==> src/rtl/spi_master_pkg.sv <==
// Shared definitions for the SPI master CSR block: register map, field
// positions, reset values and the serial-clock state encoding.
package spi_master_pkg;

  localparam logic [2:0] REG_CONTROL  = 3'd0;
  localparam logic [2:0] REG_STATUS   = 3'd1;
  localparam logic [2:0] REG_MOSI     = 3'd2;
  localparam logic [2:0] REG_MISO     = 3'd3;
  localparam logic [2:0] REG_CS       = 3'd4;
  localparam logic [2:0] REG_CLK_DIV  = 3'd5;
  localparam logic [2:0] REG_LOOPBACK = 3'd6;

  localparam int unsigned CTRL_START_BIT = 0;
  localparam int unsigned CTRL_LEN_LSB   = 8;
  localparam int unsigned CS_SEL_BIT     = 0;
  localparam int unsigned CS_MANUAL_BIT  = 16;
  localparam int unsigned LOOP_BIT       = 0;

  localparam logic [5:0]  LEN_RESET         = 6'd8;
  localparam logic [15:0] DIV_MIN           = 16'd2;
  localparam int unsigned DIV_RESET_DEFAULT = 2;

  typedef enum logic [1:0] {
    ST_IDLE       = 2'd0,
    ST_SHIFT_LOW  = 2'd1,
    ST_SHIFT_HIGH = 2'd2
  } spi_state_e;

  function automatic logic [5:0] eff_len(input logic [5:0] len);
    return ((len == 6'd0) || (len > 6'd32)) ? 6'd32 : len;
  endfunction

  function automatic logic [15:0] eff_div(input logic [15:0] div);
    return (div < DIV_MIN) ? DIV_MIN : div;
  endfunction

endpackage

==> src/rtl/spi_sck_gen.sv <==
// Serial clock generator: half-period counter, rise/fall strobes and bit
// counting for one mode-0 transfer.
module spi_sck_gen
  import spi_master_pkg::*;
(
  input  logic        clk,
  input  logic        rst_n,
  input  logic        i_start,
  input  logic [15:0] i_div,
  input  logic [5:0]  i_len,
  output logic        o_sck,
  output logic        o_busy,
  output logic        o_rise,
  output logic        o_fall,
  output logic        o_last
);

  spi_state_e  r_state;
  logic [15:0] r_cnt;
  logic [15:0] r_div;
  logic [5:0]  r_bits;
  logic        r_sck;
  logic        w_tick;

  assign w_tick = (r_state != ST_IDLE) && (r_cnt == r_div - 16'd1);
  assign o_rise = w_tick && (r_state == ST_SHIFT_LOW);
  assign o_fall = w_tick && (r_state == ST_SHIFT_HIGH);
  assign o_last = o_fall && (r_bits == 6'd1);
  assign o_busy = (r_state != ST_IDLE);
  assign o_sck  = r_sck;

  // Strobes are asserted in the cycle before the edge so the top can act on
  // the same clock edge that moves spi_sck.
  always_ff @(posedge clk or negedge rst_n) begin
    if (!rst_n) begin
      r_state <= ST_IDLE;
      r_cnt   <= '0;
      r_div   <= DIV_MIN;
      r_bits  <= '0;
      r_sck   <= 1'b0;
    end else begin
      case (r_state)
        ST_IDLE: begin
          if (i_start) begin
            r_state <= ST_SHIFT_LOW;
            r_cnt   <= '0;
            r_div   <= i_div;
            r_bits  <= i_len;
          end
        end
        ST_SHIFT_LOW: begin
          if (w_tick) begin
            r_cnt   <= '0;
            r_sck   <= 1'b1;
            r_state <= ST_SHIFT_HIGH;
          end else begin
            r_cnt <= r_cnt + 16'd1;
          end
        end
        ST_SHIFT_HIGH: begin
          if (w_tick) begin
            r_cnt   <= '0;
            r_sck   <= 1'b0;
            r_bits  <= r_bits - 6'd1;
            r_state <= (r_bits == 6'd1) ? ST_IDLE : ST_SHIFT_LOW;
          end else begin
            r_cnt <= r_cnt + 16'd1;
          end
        end
        default: begin
          r_state <= ST_IDLE;
          r_sck   <= 1'b0;
        end
      endcase
    end
  end

endmodule

==> src/rtl/spi_master_csr.sv <==
// Memory-mapped SPI master (mode 0, MSB first, 1-32 bits) with manual or
// automatic chip select and an internal loopback path.
module spi_master_csr
  import spi_master_pkg::*;
#(
  parameter int unsigned DIV_RESET = DIV_RESET_DEFAULT
) (
  input  logic        core_clk,
  input  logic        core_rstn,
  input  logic        bus_stb,
  input  logic        bus_we,
  input  logic [2:0]  bus_adr,
  input  logic [31:0] bus_dat_w,
  output logic [31:0] bus_dat_r,
  output logic        bus_ack,
  output logic        spi_sck,
  output logic        spi_csb,
  output logic        spi_sdo,
  input  logic        spi_sdi,
  output logic        spi_sdoenb
);

  logic        r_ack;
  logic [31:0] r_dat_r;
  logic [5:0]  r_len;
  logic [31:0] r_mosi;
  logic [31:0] r_miso;
  logic        r_sel;
  logic        r_manual;
  logic [15:0] r_div;
  logic        r_loop;
  logic [31:0] r_tx;
  logic [31:0] r_rx;
  logic        r_sdo;
  logic        r_csb;

  logic        w_acc;
  logic        w_wr;
  logic        w_start;
  logic [5:0]  w_start_len;
  logic [31:0] w_tx_init;
  logic        w_busy;
  logic        w_rise;
  logic        w_fall;
  logic        w_last;
  logic        w_sck;
  logic        w_sin;
  logic        w_sel_nxt;
  logic        w_manual_nxt;
  logic        w_busy_nxt;
  logic [31:0] w_rdata;

  assign w_acc       = bus_stb & ~r_ack;
  assign w_wr        = w_acc & bus_we;
  assign w_start_len = eff_len(bus_dat_w[CTRL_LEN_LSB +: 6]);
  assign w_start     = w_wr && (bus_adr == REG_CONTROL) &&
                       bus_dat_w[CTRL_START_BIT] && !w_busy;
  // Left-align MOSI so the first bit to send is always bit 31.
  assign w_tx_init   = r_mosi << (6'd32 - w_start_len);
  assign w_sin       = r_loop ? r_sdo : spi_sdi;
  assign w_busy_nxt  = w_start | (w_busy & ~w_last);

  spi_sck_gen u_sck_gen (
    .clk     (core_clk),
    .rst_n   (core_rstn),
    .i_start (w_start),
    .i_div   (eff_div(r_div)),
    .i_len   (w_start_len),
    .o_sck   (w_sck),
    .o_busy  (w_busy),
    .o_rise  (w_rise),
    .o_fall  (w_fall),
    .o_last  (w_last)
  );

  always_comb begin
    w_sel_nxt    = r_sel;
    w_manual_nxt = r_manual;
    if (w_wr && (bus_adr == REG_CS)) begin
      w_sel_nxt    = bus_dat_w[CS_SEL_BIT];
      w_manual_nxt = bus_dat_w[CS_MANUAL_BIT];
    end
  end

  always_comb begin
    w_rdata = '0;
    case (bus_adr)
      REG_CONTROL:  w_rdata[CTRL_LEN_LSB +: 6] = r_len;
      REG_STATUS:   w_rdata[0] = ~w_busy;
      REG_MOSI:     w_rdata = r_mosi;
      REG_MISO:     w_rdata = r_miso;
      REG_CS: begin
        w_rdata[CS_SEL_BIT]    = r_sel;
        w_rdata[CS_MANUAL_BIT] = r_manual;
      end
      REG_CLK_DIV:  w_rdata[15:0] = r_div;
      REG_LOOPBACK: w_rdata[LOOP_BIT] = r_loop;
      default:      w_rdata = '0;
    endcase
  end

  always_ff @(posedge core_clk or negedge core_rstn) begin
    if (!core_rstn) begin
      r_ack    <= 1'b0;
      r_dat_r  <= '0;
      r_len    <= LEN_RESET;
      r_mosi   <= '0;
      r_sel    <= 1'b0;
      r_manual <= 1'b0;
      r_div    <= 16'(DIV_RESET);
      r_loop   <= 1'b0;
      r_csb    <= 1'b1;
    end else begin
      r_ack    <= w_acc;
      r_dat_r  <= (w_acc && !bus_we) ? w_rdata : '0;
      r_sel    <= w_sel_nxt;
      r_manual <= w_manual_nxt;
      r_csb    <= w_manual_nxt ? ~w_sel_nxt : ~(w_busy_nxt & w_sel_nxt);
      if (w_wr) begin
        case (bus_adr)
          REG_CONTROL:  r_len  <= bus_dat_w[CTRL_LEN_LSB +: 6];
          REG_MOSI:     r_mosi <= bus_dat_w;
          REG_CLK_DIV:  r_div  <= bus_dat_w[15:0];
          REG_LOOPBACK: r_loop <= bus_dat_w[LOOP_BIT];
          default: ;
        endcase
      end
    end
  end

  always_ff @(posedge core_clk or negedge core_rstn) begin
    if (!core_rstn) begin
      r_tx   <= '0;
      r_rx   <= '0;
      r_sdo  <= 1'b0;
      r_miso <= '0;
    end else if (w_start) begin
      r_tx  <= w_tx_init;
      r_sdo <= w_tx_init[31];
      r_rx  <= '0;
    end else begin
      if (w_rise) r_rx <= {r_rx[30:0], w_sin};
      // The final falling edge leaves spi_sdo on the last bit sent.
      if (w_fall && !w_last) begin
        r_tx  <= {r_tx[30:0], 1'b0};
        r_sdo <= r_tx[30];
      end
      if (w_last) r_miso <= r_rx;
    end
  end

  assign bus_ack    = r_ack;
  assign bus_dat_r  = r_dat_r;
  assign spi_sck    = w_sck;
  assign spi_csb    = r_csb;
  assign spi_sdoenb = r_csb;
  assign spi_sdo    = r_sdo;

endmodule

==> config.mk <==
export PLATFORM = sky130hd
export DESIGN_NAME = spi_master_csr
export DESIGN_NICKNAME = d
export VERILOG_FILES = /design/src/rtl/spi_master_pkg.sv /design/src/rtl/spi_sck_gen.sv /design/src/rtl/spi_master_csr.sv
export SDC_FILE = /design/constraint.sdc
export NUM_CORES = 1
export LEC_CHECK = 0
export ABC_AREA = 1
export BUFFER_PORTS_ARGS = -buffer_cell sky130_fd_sc_hd__buf_2
export CAP_MARGIN = 30
export CORE_MARGIN = 2
export CORE_UTILIZATION = 36
export CTS_CLUSTER_DIAMETER = 30
export CTS_CLUSTER_SIZE = 40
export DETAILED_ROUTE_END_ITERATION = 10
export PLACE_DENSITY = 0.49
export SYNTH_ARGS = -nofsm -noshare
export SYNTH_HDL_FRONTEND = slang
export SYNTH_HIERARCHICAL = 1
export SYNTH_SLANG_ARGS = --single-unit
==> constraint.sdc <==
create_clock -name core_clk -period 3.47 [get_ports core_clk]
set_input_delay 0.1735 -clock core_clk [delete_from_list [all_inputs] [get_ports core_clk]]
set_output_delay 0.1735 -clock core_clk [all_outputs]
set_load 0.05 [all_outputs]
# Word-level counts from Yosys, hierarchy flattened
# Index checks and enable logic that the tools add are counted.
[totals]
input_bits = 40
output_inout_bits = 37
wordCells = 116
regBits = 228
[op_classes]
n_lt_le_gt_ge = 2
bitwise = 12
add_sub_neg = 4
mux = 33
n_eq_ne = 13
shifts = 1
n_reduce_logical = 33
[ops]
columns = ["op", "n"]
rows = [
  ["32-bit 2-to-1 mux", 3],
  ["31-bit 2-to-1 mux", 2],
  ["16-bit 2-to-1 mux", 3],
  ["16-bit case mux with 2 select lines", 1],
  ["32-bit by 6-bit left shift with 32-bit output", 1],
  ["15-bit case mux with 2 select lines", 1],
  ["6-bit case mux with 4 select lines", 1],
  ["7-bit case mux with 3 select lines", 1],
  ["6-bit 2-to-1 mux", 3],
  ["16-bit by 1-bit adder with 16-bit output, second input constant", 1],
  ["16-bit equality test", 1],
  ["16-bit by 2-bit less-than comparator with 1-bit output, second input constant", 1],
  ["16-bit by 1-bit subtractor with 16-bit output, second input constant", 1],
  ["2-bit AND reduction", 7],
  ["2-bit case mux with 3 select lines", 2],
  ["6-bit case mux with 2 select lines", 1],
  ["1-bit logical AND", 10],
  ["2-bit nonzero test", 5],
  ["3-bit equality test, second input constant", 3],
  ["1-bit 2-to-1 mux", 9],
  ["3-bit AND reduction", 3],
  ["1-bit inverter", 7],
  ["3-bit by 2-bit equality test with 1-bit output, second input constant", 2],
  ["6-bit by 1-bit equality test with 1-bit output, second input constant", 1],
  ["19 further kinds", 28],
]

# Logic depth before layout (Yosys ltp)
# Gate-level depths: netlist of run 1.
[logic_depth]
word_depth = 11
depth_mapped = 20
ltp_nobuf = 19

# Hierarchy
# The synthesis of run 1 kept the hierarchy.
[by_module_without_submodules]
columns = ["mod", "area_per_inst_um2", "instances", "seq_area_each_um2", "cells_per_inst"]
rows = [
  ["spi_master_csr", 9375.2, 1, 4683.2, 1179],
  ["spi_sck_gen", 2746.4, 1, 1027.2, 355],
]

# Worst setup path after synthesis of run 1
# No wires, ideal clock.
[synth_timing]
path_type = "reg-to-reg"
start = "register r_ack, in the netlist bus_ack"
end = "register u_sck_gen.r_cnt[14]"
slack_ns = 0.529
required_ns = 3.348
arrival_ns = 2.819
stages_incl_launch_ff = 20
cell_sequence = "dfrtp_1 nor2_1 nand2_1 nor2_4 nand3_4 buf_6 clkbuf_1 inv_1 inv_1 nand2_4 nand2_4 nor3_2 nand3_1 nor2_1 nand3_1 nor2_2 nand2_1 nor2_1 xor2_1 nor2_1"
[synth_via]
elab_chain_len = 8
[synth_rtl]
columns = ["item", "line", "rtl"]
rows = [
  ["start, declared", "spi_master_csr.sv:23", "logic r_ack;"],
  ["start signal, assigned", "spi_master_csr.sv:114", "r_ack <= w_acc;"],
  ["1-bit inverter", "spi_master_csr.sv:53", "assign w_acc = bus_stb & ~r_ack;"],
  ["1-bit bitwise AND", "spi_master_csr.sv:53", ""],
  ["via w_acc", "spi_master_csr.sv:37", "logic w_acc;"],
  ["1-bit bitwise AND", "spi_master_csr.sv:54", "assign w_wr = w_acc & bus_we;"],
  ["1-bit logical AND (2 in series)", "spi_master_csr.sv:56", "assign w_start = w_wr && (bus_adr == REG_CONTROL) &&"],
  ["1-bit logical AND", "spi_master_csr.sv:57", "bus_dat_w[CTRL_START_BIT] && !w_busy;"],
  ["via w_start", "spi_master_csr.sv:39", "logic w_start;"],
  ["2-bit inequality test (no line)", "--", ""],
  ["2-bit AND reduction (no line)", "--", ""],
  ["end signal, assigned", "spi_sck_gen.sv:57", "r_cnt <= r_cnt + 16'd1;"],
  ["end signal, assigned", "spi_sck_gen.sv:67", "r_cnt <= r_cnt + 16'd1;"],
  ["end, declared", "spi_sck_gen.sv:19", "logic [15:0] r_cnt;"],
]
# The timed path passes the listed nets, and every way through them passes these cells.
# A chain may end at the register's enable or synchronous reset.

# Final worst setup path of run 1
[layout_timing]
start = "register u_sck_gen.r_div[1]"
end = "register r_tx[16]"
[layout_via]
elab_chain_len = 8
[layout_rtl]
columns = ["item", "line", "rtl"]
rows = [
  ["start, declared", "spi_sck_gen.sv:20", "logic [15:0] r_div;"],
  ["start signal, assigned", "spi_sck_gen.sv:47", "r_div <= i_div;"],
  ["16-bit by 1-bit subtractor with 16-bit output", "spi_sck_gen.sv:25", "assign w_tick = (r_state != ST_IDLE) && (r_cnt == r_div - 16'd1);"],
  ["16-bit equality test", "spi_sck_gen.sv:25", ""],
  ["1-bit logical AND", "spi_sck_gen.sv:25", ""],
  ["1-bit logical AND", "spi_sck_gen.sv:27", "assign o_fall = w_tick && (r_state == ST_SHIFT_HIGH);"],
  ["1-bit logical AND", "spi_sck_gen.sv:28", "assign o_last = o_fall && (r_bits == 6'd1);"],
  ["via w_last", "spi_master_csr.sv:45", "logic w_last;"],
  ["1-bit zero test", "spi_master_csr.sv:144", "if (w_fall && !w_last) begin"],
  ["1-bit logical AND", "spi_master_csr.sv:144", ""],
  ["2-bit nonzero test (no line)", "--", ""],
  ["end signal, assigned", "spi_master_csr.sv:138", "r_tx <= w_tx_init;"],
  ["end signal, assigned", "spi_master_csr.sv:145", "r_tx <= {r_tx[30:0], 1'b0};"],
  ["end, declared", "spi_master_csr.sv:32", "logic [31:0] r_tx;"],
]
# The timed path passes the listed nets, and every way through them passes these cells.

==> results_dict.tcl, run 1 <==
set metrics [dict create \
    cts_root_buf "clkbuf_16" \
    finalSetupTns_ns 0 \
    worst-path-max-fanout 25 \
    startpoint_type "register" \
    drv_slew 0 \
    hold_path_depth 5 \
    drt-initial-drc-count 792 \
    remaining_drc_errors 0 \
    drive_above_1_share_pct 17.3 \
    end_kind "register" \
    drt_pre_antenna_iters 5 \
    insertion_delay_ns 0.59 \
    p_int_uw 6850 \
    r2r-start "u_sck_gen/r_div[1]$_DFFE_PN1P_" \
    wirelength_um 35600 \
    dp_cells 1989 \
    row_count 67 \
    grt_pass1_wl_um 58100 \
    multiInputGateArea_um2 5410 \
    use_met3_pct 4.30 \
    ff2ff_path_depth 18 \
    comb_power_share_pct 9.9 \
    vias 10900 \
    hold_end "bus_dat_r[3]$_DFF_PN0_" \
    fin_cells 2130 \
    num_io_pins 77 \
    power_leakage_uw 0.00727 \
    ir_worst_vdd_v 0.000476 \
    crit_type "register to register" \
    antenna_found_initial 1 \
    seqPwrFrac_pct 32.3 \
    finalHoldViolations 0 \
    groute.usage.overall_pct 20.6 \
    syn-cell-area_um2 12100 \
    max_freq_mhz 330 \
    n_fill_cell 3421 \
    rsz0062_at_grt "false" \
    cap_violations 0 \
    finClkSkew_ns 0.0281 \
    post-cts-setup-buffers 0 \
    p_switching_uw 2600 \
    syn-instance-count 1534 \
    min_path_type "primary input to register" \
    wl_per_cell_um 16.7 \
    coreArea_um2 33400 \
    area.growth.synth_to_final_pct 25.7 \
    worst_pin_slew_ns 1.02 \
    min_from "bus_we" \
    dp_hpwl_um 24800 \
    yosysWarnings 6 \
    dieWidth_um 187 \
    status "finished, final reports clean" \
    cts_buffers 56 \
    nets 1683 \
    avgSynthCellArea_um2 7.90 \
    seq_area_um2 5710 \
    clock-sinks 228 \
    postRouteAntennaNets 0 \
    r2r_slack_ns 0.44 \
    grt_max_degree 101 \
    pwr-share-clk_pct 57.8 \
    cp.arrival_ns 3.53 \
    placement.io_buffers 76 \
    grt.busiest_layer "met2" \
    grt_overflow_total 0 \
    async_flop_share_pct 100 \
    critPathRequiredTime_ns 3.96 \
    synthDistinctLibCells 41 \
    dieArea_um2 35200 \
    avgViaCountPerCell 5.13 \
    cts_buffer_depth 3 \
    cts_tree "built" \
    gr-usage-met2_pct 30.4 \
    clk_pin_slew_ns 0.05 \
    synth_nets 1583 \
    start_util_pct 36.3 \
    use_met1_pct 29.6 \
    synthFlopType "dfrtp_1" \
    sw_frac_of_total_pct 27.5 \
    fin_crit_ns 3.03 \
    synth.yosys.seq_area_share_pct 47.1 \
    ys_seq_elements 228 \
    slew_headroom_pct 31.6 \
    fp.dieH_um 187 \
    power_density_nw_per_um2 621 \
    fin_crit_sh_pct 87.4 \
    h-tree-depth 2 \
    antenna_cells 0 \
    r2r_end "r_tx[16]$_DFFE_PN0P_" \
    grt_pass1_vias 10700 \
    synth-edff-count 0 \
    gp_congestion 0.855 \
    setup_violations 0 \
]
==> final cells by class <==
class	instances	share of cell area, %
Multi-Input combinational cell	1052	35.5
Inverter	160	3.94
Tap cell	448	3.68
Clock inverter	46	3.61
Clock buffer	60	9.63
Timing Repair Buffer	136	6.18
Sequential cell	228	37.5
==> critical path, cell delays in order (launching register included) <==
cell and delay [ns]:
dfstp_2 0.52, inv_1 0.05, ha_1 0.29, a21oi_1 0.13, o21ai_0 0.09, nor2_1 0.10, nand2_1 0.06, nor2_1 0.09
nand2_1 0.07, nor2_2 0.17, nand3_4 0.15, nor3_1 0.23, inv_1 0.06, nand2_1 0.11, nand2_1 0.20, buf_4 0.33
nand2_1 0.09, a21oi_1 0.04, a21oi_1 0.14
==> power by group through the flow <==
stage / sequential (µW) / combinational (µW) / clock, µW
finish: 3050 / 932 / 5470
CTS: 3050 / 931 / 5570
global placement: 3090 / 892 / 0
detailed placement: 3090 / 895 / 0
floorplan: 3030 / 610 / 0
global route: 3070 / 1060 / 5730
==> synth_stat cells (3+ instances only) <==
cell / n / share of area (%)
nand3_1: 297 / 12
nand2_1: 283 / 8.8
dfrtp_1: 224 / 46
inv_1: 157 / 4.9
o21ai_0: 143 / 5.9
nor2_1: 106 / 3.3
clkbuf_1: 63 / 2.0
a21oi_1: 53 / 2.2
mux2_2: 25 / 2.3
buf_2: 20 / 0.83
nor2_2: 20 / 1.0
xor2_1: 15 / 1.1
nand4_1: 12 / 0.62
o221ai_1: 11 / 0.79
o22ai_1: 10 / 0.52
ha_1: 9 / 0.93
xnor2_1: 8 / 0.58
nor4_1: 7 / 0.36
or2_2: 7 / 0.36
a221oi_1: 6 / 0.43
nand2_2: 6 / 0.31
nor2_4: 6 / 0.56
nor3_1: 6 / 0.25
o21ai_1: 6 / 0.25
buf_4: 5 / 0.31
buf_1: 4 / 0.12
dfstp_2: 4 / 0.87
nand2_4: 4 / 0.37
inv_2: 3 / 0.093
nand3_4: 3 / 0.43
==> logic make-up after synthesis <==
group                    after synthesis  share of synthesized area [%]
AND/OR/NAND/NOR                      760                           28.9
buffers and inverters                254                           8.38
AO/OA/AOI/OAI                        233                           10.4
flip-flops                           228                           47.1
XOR/XNOR                              25                           1.98
multiplexers                          25                           2.32
adder cells (fa/ha/maj)                9                          0.929
==> stage by stage <==
stage	setup slack, ns	cell area (µm²)	hold slack, ns	util [%]	power [µW]
global placement	0.495	12900	0.276	38.6	3980
CTS	0.385	15200	0.0132	45.7	9550
detailed placement	0.431	12900	0.279	38.6	3980
global route	0.0113	15200	0.0444	45.7	9860
floorplan	0.529	12100	-0.122	-	3640
finish	0.438	15200	0.0357	45.7	9450
==> routing by layer <==
layer	vias to the layer above	wire length (µm)
met5	-	13
met4	2	1050
met1	5252	17000
li1	5294	-
met2	302	15500
met3	73	2030
==> cell usage in the layout, fill, tap and decap left out, types with 12 or more instances in the layout <==
cell and count:
buf_4 24, dfrtp_1 224, nor2_1 104, nand2_1 283, buf_2 75, nand4_1 12
mux2_2 25, clkbuf_16 57, dlygate4sd3_1 35, o21ai_0 143, a21oi_1 53, xor2_1 15
nor2_2 21, nand3_1 297, inv_1 157
==> sequential cells by signal (all words and copies together) (netlist names) <==
register and flops:
u_sck_gen/r_bits 6, u_sck_gen/r_div 16, u_sck_gen/r_cnt 16, u_sck_gen/r_state 2, r_manual 1, spi_csb 1
u_sck_gen/o_sck 1, r_len 6, r_miso 32, r_div 16, spi_sdo 1, bus_ack 1
r_sel 1, r_loop 1, bus_dat_r 32, r_tx 31, r_mosi 32, r_rx 32
==> timing repair <==
action | 4_1_cts | 5_1_grt
hold buffers | 35 | 0
hold endpoints to repair | 152 | 0
endpoints found under the setup margin | 0 | 0
resized for setup | 0 | 0
==> how the worst max path moves through the flow <==
stage                                      end                            from  slack, ns  cells past startpoint
6_report                  r_tx[16]$_DFFE_PN0P_  u_sck_gen/r_div[1]$_DFFE_PN1P_       0.44                     18
5_1_grt                   r_tx[17]$_DFFE_PN0P_  u_sck_gen/r_div[1]$_DFFE_PN1P_       0.01                     18
3_3_place_gp              r_tx[18]$_DFFE_PN0P_  u_sck_gen/r_div[1]$_DFFE_PN1P_       0.50                     18
4_1_cts                   r_tx[16]$_DFFE_PN0P_  u_sck_gen/r_div[1]$_DFFE_PN1P_       0.38                     18
2_1_floorplan  u_sck_gen/r_cnt[14]$_DFFE_PN0P_               bus_ack$_DFF_PN0_       0.53                     19
3_5_place_dp              r_tx[19]$_DFFE_PN0P_  u_sck_gen/r_div[1]$_DFFE_PN1P_       0.43                     18
(Power assumes the default switching activity.)
==> run 2: changes to the inputs <==
--- a/config.mk
+++ b/config.mk
@@ -13,6 +13,7 @@
 export CTS_CLUSTER_DIAMETER = 30
 export CTS_CLUSTER_SIZE = 40
 export DETAILED_ROUTE_END_ITERATION = 10
+export HOLD_SLACK_MARGIN = 0.05
 export PLACE_DENSITY = 0.49
 export SYNTH_ARGS = -nofsm -noshare
 export SYNTH_HDL_FRONTEND = slang
==> run 2 against run 1 <==
Routed wire length barely moved. Critical path depth did not move. Worst hold slack improved by 0.13 ns. Die area did not move. Register-to-register slack barely moved. Clock skew barely moved. Maximum frequency barely moved. Clock power barely moved.
==> results_dict.tcl, run 2 (synthesis results as in run 1) <==
set metrics [dict create \
    status "finished, final reports clean" \
    vias 11000 \
    finalHoldViolations 0 \
    dp_hpwl_um 24800 \
    antenna_cells 0 \
    drt_pre_antenna_iters 5 \
    placement.io_buffers 76 \
    use_met1_pct 29.6 \
    crit_top_cell "nand2_1" \
    cts_root_buf "clkbuf_16" \
    cts_buffer_depth 3 \
    p_switching_uw 2600 \
    sw_frac_of_total_pct 27.5 \
    grt_pass1_wl_um 58200 \
    dieWidth_um 187 \
    finalSetupTns_ns 0 \
    comb_power_share_pct 9.9 \
    start_util_pct 36.3 \
    ir_worst_vdd_v 0.000476 \
    setup_violations 0 \
    min_path_type "primary input to register" \
    drive_above_1_share_pct 17.3 \
    gp_congestion 0.855 \
    coreArea_um2 33400 \
    layout_common_cells "nand3_1, nand2_1, dfrtp_1" \
    critPathMaxStageDelay_ns 0.52 \
    hold_ws_ns 0.171 \
    fin_crit_ns 3.03 \
    row_count 67 \
    setup_slack_ns 0.439 \
    antenna_found_initial 1 \
    insertion_delay_ns 0.59 \
    dieArea_um2 35200 \
    fp.dieH_um 187 \
    grt_pass1_vias 10700 \
    finalPower_uw 9460 \
    drt-initial-drc-count 798 \
    drv_slew 0 \
    path_cells "inv_1 -> ha_1 -> a21oi_1 -> o21ai_0 -> nor2_1 -> nand2_1 -> nor2_1 -> nand2_1 -> nor2_2 -> nand3_4 -> nor3_1 -> inv_1 -> nand2_1 -> nand2_1 -> buf_4 -> nand2_1 -> a21oi_1 -> a21oi_1" \
    area.growth.synth_to_final_pct 25.9 \
    final_util_pct 45.8 \
    gr-usage-met2_pct 30.5 \
    end_kind "register" \
    critPathRequiredTime_ns 3.96 \
    startpoint_type "register" \
    grt_overflow_total 0 \
    wirelength_um 35600 \
    grt.busiest_layer "met2" \
    rsz0062_at_grt "false" \
    use_met3_pct 4.27 \
    groute.usage.overall_pct 20.7 \
    fin_crit_sh_pct 87.3 \
    finClkSkew_ns 0.0280 \
    multiInputGateArea_um2 5410 \
    layout_commonest_cell "nand3_1" \
    wl_per_cell_um 16.7 \
    cpMaxStageDelayCell "dfstp_2" \
    worst-path-max-fanout 25 \
    max_freq_mhz 330 \
    power_leakage_uw 0.00728 \
    pwr-share-clk_pct 57.8 \
    remaining_drc_errors 0 \
    n_fill_cell 3419 \
    h-tree-depth 2 \
    nets 1686 \
    clk_pin_slew_ns 0.05 \
    worst_pin_slew_ns 1.01 \
    avgViaCountPerCell 5.14 \
    slew_headroom_pct 32.2 \
    post-place-ws_ns 0.431 \
    cts_tree "built" \
    seq_area_um2 5710 \
    seqPwrFrac_pct 32.3 \
    num_io_pins 77 \
    cp.arrival_ns 3.52 \
    cap_violations 0 \
    grt_max_degree 101 \
    postRouteAntennaNets 0 \
    crit_type "register to register" \
    cts_buffers 56 \
    p_int_uw 6850 \
    clock-sinks 228 \
    post-cts-setup-buffers 0 \
    power_density_nw_per_um2 620 \
]
run 2: cell type report:
cell class                      count  area share (%)
Clock buffer                       60            9.61
Clock inverter                     46            3.60
Inverter                          160            3.93
Multi-Input combinational cell   1052            35.4
Sequential cell                   228            37.4
Tap cell                          448            3.67
Timing Repair Buffer              139            6.36
run 2: metal layers:
metal	vias to the layer above	part of all wire, %	wire length, µm
li1	5300	-	-
met1	5312	48	17000
met2	281	44	15500
met3	72	5.4	1920
met4	2	2.9	1050
met5	-	0.037	13
run 2: final timing paths:
path | slack, ns | cells past startpoint | start | end
max in group asynchronous | 2.21 | 3 | core_rstn | u_sck_gen/r_bits[0]$_DFFE_PN0P_
max | 0.44 | 18 | u_sck_gen/r_div[1]$_DFFE_PN1P_ | r_tx[16]$_DFFE_PN0P_
max reg2reg | 0.44 | 18 | u_sck_gen/r_div[1]$_DFFE_PN1P_ | r_tx[16]$_DFFE_PN0P_
min | 0.17 | 4 | bus_dat_w[8] | r_len[0]$_DFFE_PN0P_
min in group asynchronous | 0.20 | 2 | core_rstn | r_rx[6]$_DFFE_PN0P_
min reg2reg | 0.46 | 1 | bus_ack$_DFF_PN0_ | bus_ack$_DFF_PN0_
run 2: what timing repair did:
item / in CTS / in global routing
hold endpoints to repair: 168 / 0
gates resized for setup: 0 / 0
hold buffers: 38 / 0
run 2: power groups by stage:
stage / combinational, µW / sequential, µW / clock, µW
after global routing: 1060 / 3070 / 5730
after global placement: 892 / 3090 / 0
final: 935 / 3050 / 5470
after detailed placement: 895 / 3090 / 0
after CTS: 934 / 3050 / 5570
after floorplan: 610 / 3030 / 0
run 2: metrics by stage:
stage / instance area (µm²) / cells
floorplan: 12100 / 1534
global placement: 12900 / 1989
detailed placement: 12900 / 1989
CTS: 15300 / 2133
global route: 15300 / 2133
finish: 15300 / 2133
run 2: worst max-delay path: cells and delay by family (launching register included):
kind,cells,cell delay (ns)
buffers and inverters,3,0.44
and+or+nand+nor,10,1.27
adders and majority gates,1,0.29
AOI/OAI and AO/OA,4,0.39
DFF,1,0.52
